<file path="src/rtl/mms_pkg.sv">
// mms_pkg: shared defaults, FSM state codes and select encoding for the max/min group accumulator
package mms_pkg;
    localparam int DEF_DATA_W = 8;
    localparam int DEF_GROUP  = 4;
    typedef logic [0:0] state_t;
    localparam state_t ACCUM = 1'b0;
    localparam state_t HOLD  = 1'b1;
    localparam logic SEL_MAX = 1'b0;
    localparam logic SEL_MIN = 1'b1;
endpackage

</file>
<file path="src/rtl/mms_group_acc_cmp.sv">
// mms_cmp: unsigned two-input max/min select; ties keep a so the earlier element wins
module mms_cmp
    import mms_pkg::*;
#(
    parameter int W = DEF_DATA_W
) (
    input  logic [W-1:0] a,
    input  logic [W-1:0] b,
    input  logic         sel,
    output logic [W-1:0] win,
    output logic         take_b
);
    // strict compare so equal values never displace the running winner
    always_comb begin
        take_b = (sel == SEL_MIN) ? (b < a) : (b > a);
        win    = take_b ? b : a;
    end
endmodule

</file>
<file path="src/rtl/mms_group_acc.sv">
// mms_group_acc: serial valid/ready front-end that reduces GROUP numbers to their max or min
// Optional winner-index output enabled by defining MMS_INDEX_EN.
module mms_group_acc
    import mms_pkg::*;
#(
    parameter int DATA_W = DEF_DATA_W,
    parameter int GROUP  = DEF_GROUP,
    parameter int CNT_W  = $clog2(GROUP)
) (
    input  logic              clk,
    input  logic              rst_n,
    input  logic              in_valid,
    output logic              in_ready,
    input  logic [DATA_W-1:0] in_data,
    input  logic              in_select,
    output logic              out_valid,
    input  logic              out_ready,
    output logic [DATA_W-1:0] out_result
`ifdef MMS_INDEX_EN
    ,
    output logic [CNT_W-1:0]  out_index
`endif
);
    state_t            state;
    logic [CNT_W-1:0]  cnt;
    logic [DATA_W-1:0] acc;
    logic              sel_q;
    logic [DATA_W-1:0] win;
    logic              take_b;
    logic              in_acc;
    logic              last;
`ifdef MMS_INDEX_EN
    logic [CNT_W-1:0]  idx;
`endif

    mms_cmp #(.W(DATA_W)) u_cmp (
        .a      (acc),
        .b      (in_data),
        .sel    (sel_q),
        .win    (win),
        .take_b (take_b)
    );

    // handshake flags come straight from the state register
    always_comb begin
        in_ready  = (state == ACCUM);
        out_valid = (state == HOLD);
        in_acc    = in_valid & in_ready;
        last      = (cnt == CNT_W'(GROUP - 1));
    end

    // accumulate the group, then hold the result until downstream takes it
    always_ff @(posedge clk or negedge rst_n) begin
        if (!rst_n) begin
            state <= ACCUM;
            cnt   <= '0;
            acc   <= '0;
            sel_q <= SEL_MAX;
`ifdef MMS_INDEX_EN
            idx   <= '0;
`endif
        end else if (in_acc) begin
            if (cnt == '0) begin
                acc   <= in_data;
                sel_q <= in_select;
`ifdef MMS_INDEX_EN
                idx   <= '0;
`endif
            end else begin
                acc <= win;
`ifdef MMS_INDEX_EN
                if (take_b) idx <= cnt;
`endif
            end
            cnt   <= last ? '0 : cnt + 1'b1;
            state <= last ? HOLD : ACCUM;
        end else if (out_valid && out_ready) begin
            state <= ACCUM;
        end
    end

    assign out_result = acc;
`ifdef MMS_INDEX_EN
    assign out_index = idx;
`endif
endmodule

</file>
<file path="config.mk">
export PLATFORM = sky130hd
export DESIGN_NAME = mms_group_acc
export DESIGN_NICKNAME = d
export VERILOG_FILES = /design/src/rtl/mms_pkg.sv /design/src/rtl/mms_group_acc_cmp.sv /design/src/rtl/mms_group_acc.sv
export SDC_FILE = /design/constraint.sdc
export NUM_CORES = 1
export LEC_CHECK = 0
export ABC_AREA = 1
export BUFFER_PORTS_ARGS = -buffer_cell sky130_fd_sc_hd__buf_2
export CAP_MARGIN = 25
export CORE_MARGIN = 2
export CORE_UTILIZATION = 47
export CTS_CLUSTER_SIZE = 12
export DETAILED_ROUTE_END_ITERATION = 6
export GPL_TIMING_DRIVEN = 0
export PLACE_DENSITY = 0.74
export SYNTH_ARGS = -nofsm -noshare
export SYNTH_HDL_FRONTEND = slang
export SYNTH_SLANG_ARGS = --single-unit
</file>
<file path="constraint.sdc">
create_clock -name clk -period 2 [get_ports clk]
set_input_delay 0.2 -clock clk [delete_from_list [all_inputs] [get_ports clk]]
set_output_delay 0.2 -clock clk [all_outputs]
set_load 0.1 [all_outputs]
</file>
* Word level (Yosys, flattened, before mapping)
Cells that the tools add are included.
** Storage, ports and cells
- Register bits after elaboration :: 12
- Bits in latches :: 0
- Memory bits (writable) :: 0
- Memory bits (read-only) :: 0
- Logic and storage cells :: 23
- Memories :: 0
** Cells by class
- $add $sub $neg :: 1
- Multiply operators :: 0
- Divide/modulo/power cells :: 0
- Magnitude comparators :: 2
- Eq/ne operators :: 1
- Shifts and indexed selects :: 0
- Mux-type cells :: 7
- Bitwise logic cells :: 2
- Reduce and logical (&&, ||, !) cells :: 6
** Operator list (count)
- $mux 8 :: 2
- $gt 8x8->1 :: 1
- $lt 8x8->1 :: 1
- $mux 1 :: 4
- $reduce_and 2->1 :: 2
- $reduce_bool 2->1 :: 2
- $add 2x1->2 const B :: 1
- $eq 2x2->1 const B :: 1
- $logic_not 2->1 :: 1
- $mux 2 :: 1
- $and 1x1->1 :: 1
- $logic_and 1x1->1 :: 1
- $not 1->1 :: 1

* Depth between registers and ports, before layout
Gate-level depths: netlist of run 1.
- Word-level depth :: 4
- Depth in mapped cells :: 14
- Mapped depth without buffers :: 14

* Modules after synthesis
Synthesis of run 1 repeated with hierarchy kept, for this count alone.
** Unflattened totals
- Cell total of the unflattened synthesis :: 147
- Area, all modules :: 1036.0 um2
** Modules (own cells, without submodules)
- mms_group_acc :: times used 1, cells an instance 82, area an instance 649.4 um2, sequential area each 300.3 um2
- mms_cmp :: times used 1, cells an instance 65, area an instance 386.6 um2, sequential area each 0.0 um2

* Worst setup path before layout of run 1
OpenSTA, ideal clock, no wires.
- Kind :: flip-flop to flip-flop
- Start :: register acc[7] (netlist: out_result[7])
- End :: register acc[0] (netlist: out_result[0])
- Library setup time :: 0.122 ns
- Arrival time :: 2.065 ns
- Required time :: 1.878 ns
- Setup slack :: -0.188 ns
- Stages on the path, launching flop included :: 10
- Buffers on the path :: 0
- Period minus slack after synthesis :: 2.188 ns
- Cells stage by stage :: dfrtp_1 > inv_1 > ha_1 > a21o_1 > nor2_2 > nand3_1 > nand3_4 > nand2_4 > nand2_1 > nand2_1
** On the way
- Word-level cells in the longest chain between the ends :: 4
** Ends and longest elaborated chain
- from (decl) :: line mms_group_acc.sv:26 : logic [DATA_W-1:0] acc;
- from (signal assigned) :: line mms_group_acc.sv:64 : acc <= in_data;
- from (signal assigned) :: line mms_group_acc.sv:70 : acc <= win;
- $gt 8x8->1 or $lt 8x8->1 (tied branches) :: line mms_group_acc_cmp.sv:15 : take_b = (sel == SEL_MIN) ? (b < a) : (b > a);
- $mux 1 * :: line mms_group_acc_cmp.sv:15
- $reduce_bool 2->1 (no line) *
- $reduce_and 2->1 (no line) *
Every way passes the cells marked *; elsewhere a longest branch is shown, timed or not.
A chain may end at the register's enable or synchronous reset.

* Final worst setup path of run 1
- Start :: register acc[7] (netlist: out_result[7])
- End :: register acc[6] (netlist: out_result[6])
Same word-level chain as after synthesis.

==> run_results.csv, run 1 <==
group,metric,value,unit
timing,tns,0,ps
layout,multiInputGateArea,387.9,sq um
timing,rsz0062_at_grt,"false",
synthesis,netlist_area,757.0,sq um
floorplan,die_w,44.13,microns
detailed_routing,drt-wirelength-per-cell,10.07,microns
detailed_routing,drt_first_pass_iters,4,
critical_path,startpoint_type,"register",
synthesis,syn_inst,95,
critical_path,critPathKind,"register to register",
critical_path,worstPathMaxFanout,9,
critical_path,cp_data_arrival_time,1800,ps
synthesis,yosys_warnings,0,
critical_path,crit_required,2160,ps
cts,cts_root_buf,"clkbuf_4",
timing,period_share,81.70,%
grt,grt.overflow.total,0,
detailed_routing,drtAntennaViolNets,0,
placed_design,pre_cts_ws,371.0,ps
synthesis,synth_area_leaders,"dfrtp_1 40%, ha_1 17%, nand2_1 14%",
layout,n_antenna_cell,0,
grt,grt.met2_usage,27.65,%
grt,grt_max_degree,13,
job,maxCapViolCount,0,
timing,skew,6.241,ps
synthesis,synth.largest_area_cell,"dfrtp_1",
grt,globalRouteMet3Util,2.449,%
timing,slew_viol_final,0,
hold_path,hp-start,"out_ready",
critical_path,critPathCaptureType,"register",
floorplan,start_util,50.25,%
placed_design,gp_congestion,0.7583,
critical_path,reg2reg_from,"out_result[7]",
critical_path,crit_path_max_incr_delay,420,ps
timing,relSlewSlack,67.83,%
floorplan,rows,14,
critical_path,reg2reg_depth,9,
layout,final_nets,146,
grt,busiest_layer,"met2",
placed_design,dp_hpwl,1.082,mm
grt,grt_antenna_before_repair,0,
grt,gr-usage-all-layers,17.11,%
cts,clk_pin_slew,80,ps
placed_design,placement.io_buffers,22,
timing,setup_violations,0,
grt,first_global_vias,588,
timing,setup_ws,365.9,ps
timing,hold_viol_final,0,
floorplan,coreArea,0.001506,sq mm
timing,fin_hold_ws,105.7,ps
detailed_routing,drt_iter0_drc,13,
detailed_routing,wirelength,1.390,mm
cts,cts_tree,"yes",
timing,min_period,1634,ps
cts,clockBufferDepth,2,
timing,max_freq,0.6120,GHz
synthesis,synthesis.nets,118,
detailed_routing,post-route-drc-count,0,
detailed_routing,num_vias,662,
cts,post-cts-setup-buffer-count,0,
cts,clock_tree.htree_level_count,1,
layout,nFillCells,138,
grt,met1_usage,21.28,%
detailed_routing,vias_per_cell,4.797,
synthesis,seq_area_frac_synth,39.67,%
floorplan,dieHeight,44.13,microns
synthesis,synth_top_area_share,39.67,%
critical_path,cp_common_cell,"nand2_1",
critical_path,startpoint,"out_result[7]",
hold_path,min_path_cells,2,
layout,seq_area,311.5,sq um
hold_path,worstHoldPathType,"input pin to register",
critical_path,cp_cell_sequence,"inv_1 > ha_1 > a21o_1 > nor2_2 > nand3_1 > nand3_4 > nand2_4 > nand2_1 > nand2_1",
status,status,"finished clean",
synthesis,synth.distinct_cells,17,
synthesis,synth_area_per_cell,7.968,sq um
cts,cts_made_buffers,3,
cts,worstSkewPairLatency,270,ps
layout,area_growth,24.79,%
critical_path,crit_slowest_cell,"dfrtp_2",
floorplan,die-area,0.001947,sq mm
timing,worst_pin_slew,485.8,ps
floorplan,ioPinCount,23,
grt,grt_pass1_wl,2.401,mm
layout,drive_above_1_share,35.25,%
synthesis,ys_ff_latch,12,
cts,cts_num_sinks,12,
## layout by cell type, fill, tap and decap left out
cell type      Yosys  final
dlygate4sd3_1      0      1
nand2_1           29     29
nor2_1             2      2
a21oi_1            3      3
clkbuf_8           0      1
nand2_4            1      1
inv_2              2      2
o21ai_0            1      1
nand3_4            1      1
ha_1              10     10
nor2_2             2      2
o22ai_1            1      1
buf_2              1     23
nand3_1           11     11
inv_1             15     15
nand2_2            1      1
a21o_1             1      1
dfrtp_2            0      9
clkbuf_4           0      3
dfrtp_1           12      3
o21ai_1            2      2
## cell type report
cell class	count	area share [%]
multi-input combinational	65	41.06
sequential	12	32.98
timing repair buffer	23	12.72
inverter	17	6.755
clock buffer	4	3.841
tap	16	2.119
buffer	1	0.5298
## worst paths after layout
kind / end / slack, ps
min reg2reg: out_result[3] / 490
max reg2reg: out_result[6] / 370
max in group asynchronous: out_result[6] / 1430
max: out_result[6] / 370
min in group asynchronous: out_result[2] / 330
min: out_valid / 110
## timing repair
item | CTS | global route
hold buffers | 1 | 0
resized for setup | 0 | 0
hold endpoints to repair | 12 | 0
## registers in the layout, summed over array words and instances, names as in the netlist
register	flops
cnt	2
out_result	8
out_valid	1
sel_q	1
## stage by stage
stage | util [%] | cells | area [sq um]
global route | 62.71 | 138 | 944.7
detailed placement | 59.63 | 133 | 898.4
floorplan | - | 95 | 768.2
global placement | 59.63 | 133 | 898.4
finish | 62.71 | 138 | 944.7
CTS | 62.71 | 138 | 944.7
## Yosys cell counts
cell	n
nand2_1	29
inv_1	15
dfrtp_1	12
nand3_1	11
ha_1	10
a21oi_1	3
inv_2	2
nor2_1	2
nor2_2	2
o21ai_1	2
a21o_1	1
buf_2	1
nand2_2	1
nand2_4	1
nand3_4	1
o21ai_0	1
o22ai_1	1
## metal layers
metal / share of wire, % / up-vias / routed length (microns)
met5: 0 / - / 0
met4: 0.72 / 0 / 10
met3: 4.0 / 2 / 55
met2: 48 / 11 / 671
met1: 47 / 296 / 651
li1: - / 353 / -
## cells by family after synthesis
logic type | after synthesis | synth area share (%)
adders and majority gates | 10 | 16.53
AOI/OAI and AO/OA | 8 | 5.785
buffers and inverters | 18 | 9.090
DFF | 12 | 39.67
and+or+nand+nor | 47 | 28.93
## critical path, delay by kind of cell (launching register included)
family | cells | cell delay (ps)
AO/OA/AOI/OAI | 1 | 190
AND/OR/NAND/NOR | 6 | 640
flip-flops | 1 | 420
adder cells (fa/ha/maj) | 1 | 230
buffers and inverters | 1 | 60
Power of run 1 is not shown: default switching activity piles up to over one toggle a cycle in this logic, so the estimate is an artifact.
==> run 2: changes to the inputs <==
--- a/config.mk
+++ b/config.mk
@@ -9,11 +9,11 @@
 export BUFFER_PORTS_ARGS = -buffer_cell sky130_fd_sc_hd__buf_2
 export CAP_MARGIN = 25
 export CORE_MARGIN = 2
-export CORE_UTILIZATION = 47
+export CORE_UTILIZATION = 44
 export CTS_CLUSTER_SIZE = 12
 export DETAILED_ROUTE_END_ITERATION = 6
 export GPL_TIMING_DRIVEN = 0
-export PLACE_DENSITY = 0.74
+export PLACE_DENSITY = 0.73
 export SYNTH_ARGS = -nofsm -noshare
 export SYNTH_HDL_FRONTEND = slang
 export SYNTH_SLANG_ARGS = --single-unit
==> constraint.sdc (replaced) <==
create_clock -name clk -period 1.4 [get_ports clk]
set_input_delay 0.14 -clock clk [delete_from_list [all_inputs] [get_ports clk]]
set_output_delay 0.14 -clock clk [all_outputs]
set_load 0.1 [all_outputs]
==> run 2 against run 1 <==
Net effect:
- the run now ends with negative setup slack left
- critical path depth is 1 higher
- register-to-register slack worse by 640 ps
- clock skew is 3.0 ps lower
- critical path type unchanged
- hold slack worse by 64 ps
- critical endpoint is now out_result[7]
- first-iteration DRC count is 31% lower
- non-clock buffer count is 3 higher
- setup slack worse by 640 ps
- clock-buffer cell count stayed put
- via count is 8.0% higher
- global-route usage is 2.8 points higher
==> run_results.csv, run 2 (synthesis results as in run 1) <==
group,metric,value,unit
status,status,"finished with violations",
status,violations,"negative setup slack",
detailed_routing,num_vias,715,
floorplan,die_w,45.48,microns
layout,area_growth,48.26,%
critical_path,startpoint_type,"register",
floorplan,ioPinCount,23,
layout,largest_register_ffs,8,
floorplan,coreArea,0.001559,sq mm
timing,max_freq,0.5979,GHz
critical_path,crit_required,1610,ps
grt,grt.overflow.total,0,
grt,gr-usage-all-layers,19.87,%
detailed_routing,top_layer_used,"met4",
placed_design,dp.cells,133,
timing,rsz0062_at_grt,"true",
timing,slew_viol_final,0,
layout,layout_common_cells,"21 x nand2_1, 21 x buf_2, 10 x nand3_1, 8 x inv_1, 8 x dfrtp_4",
detailed_routing,drt_iter0_drc,9,
placed_design,placement.io_buffers,22,
layout,n_antenna_cell,0,
placed_design,dp_hpwl,1.152,mm
cts,cts_tree,"yes",
floorplan,dieHeight,45.48,microns
timing,skew,3.262,ps
timing,hold_viol_final,0,
critical_path,critPathCaptureType,"register",
detailed_routing,wirelength,1.798,mm
timing,min_period,1673,ps
cts,cts_root_buf,"clkbuf_4",
grt,grt_pass1_wl,2.918,mm
grt,grt_max_degree,13,
detailed_routing,post-route-drc-count,0,
detailed_routing,drt_first_pass_iters,4,
detailed_routing,drt-wirelength-per-cell,12.66,microns
critical_path,reg2reg_depth,10,
floorplan,die-area,0.002068,sq mm
cts,cts_made_buffers,3,
cts,cts_num_sinks,12,
detailed_routing,wl_met2,928,microns
timing,setup_violations,8,
floorplan,start_util,48.56,%
floorplan,rows,14,
timing,period_share,119.5,%
grt,first_global_vias,689,
critical_path,cp_data_arrival_time,1880,ps
layout,stdcell_count,142,
layout,final_nets,150,
critical_path,worstPathMaxFanout,8,
timing,fin_hold_ws,41.83,ps
hold_path,min_path_cells,2,
timing,worst_pin_slew,486.2,ps
hold_path,worstHoldPathType,"input pin to register",
critical_path,critPathKind,"register to register",
cts,clockBufferDepth,2,
detailed_routing,wl_met3,62,microns
cts,worstSkewPairLatency,270,ps
timing,relSlewSlack,67.81,%
layout,drive_above_1_share,55.56,%
cts,clock_tree.htree_level_count,1,
placed_design,gp_congestion,0.7423,
cts,clk_pin_slew,90,ps
detailed_routing,drtAntennaViolNets,0,
grt,grt_antenna_before_repair,0,
detailed_routing,met1Wirelength,798,microns
placed_design,pre_cts_ws,-305.5,ps
job,maxCapViolCount,0,
detailed_routing,vias_per_cell,5.035,
timing,setup_ws,-272.5,ps
-- run 2: cell count changes in the layout (fill, tap and decap cells not counted), sizes merged --
cell   before  now
nand3      12   13
buf        23   26
-- run 2: layer usage --
layer | GRT usage (%) | up-vias
met3 | 2.381 | 2
met2 | 34.08 | 14
met4 | 7.059 | 0
met5 | 0 | -
li1 | - | 366
met1 | 25.37 | 333
-- run 2: path summary, 6_finish.rpt --
kind                          startpoint             to  slack (ps)
max                        out_result[7]  out_result[7]        -270
min                            out_ready      out_valid          40
max reg2reg                out_result[7]  out_result[7]        -270
min reg2reg                out_result[0]  out_result[0]         500
max in group asynchronous          rst_n  out_result[5]         860
min in group asynchronous          rst_n  out_result[2]         280
-- run 2: layout make-up --
class | instances | area, sq um
clock buffer | 4 | 36.28
fill | 126 | 436.7
multi-input combinational | 66 | 503.0
timing repair buffer | 26 | 145.1
tap | 16 | 20.02
buffer | 1 | 7.507
inverter | 17 | 78.83
sequential | 12 | 331.6
-- run 2: worst max-delay path, stage by stage (launching register included) --
cell	delay, ps
dfrtp_4	490
inv_2	70
ha_4	190
a21o_1	160
nor2_2	150
nand2_2	90
nand2_4	80
nand3_4	130
nand2_8	140
nand2_1	50
nand2_1	50
-- run 2: timing repair --
action                                 4_1_cts  5_1_grt
pin swaps                                    9        4
setup buffers                                3        0
gates cloned                                 1        0
resized for setup                            8       10
endpoints found under the hold margin       12        0
setup endpoints to repair                    9        8
hold buffers                                 1        0
-- run 2: stage by stage --
stage / TNS, ps / utilization (%) / instance area (sq um)
CTS: -1821 / 69.50 / 1084
global route: -3013 / 71.99 / 1122
detailed placement: -2348 / 62.04 / 967.2
floorplan: -2757 / - / 837.1
finish: -2133 / 71.99 / 1122
global placement: -2213 / 62.04 / 967.2
Power of run 2 is left out for the same reason.
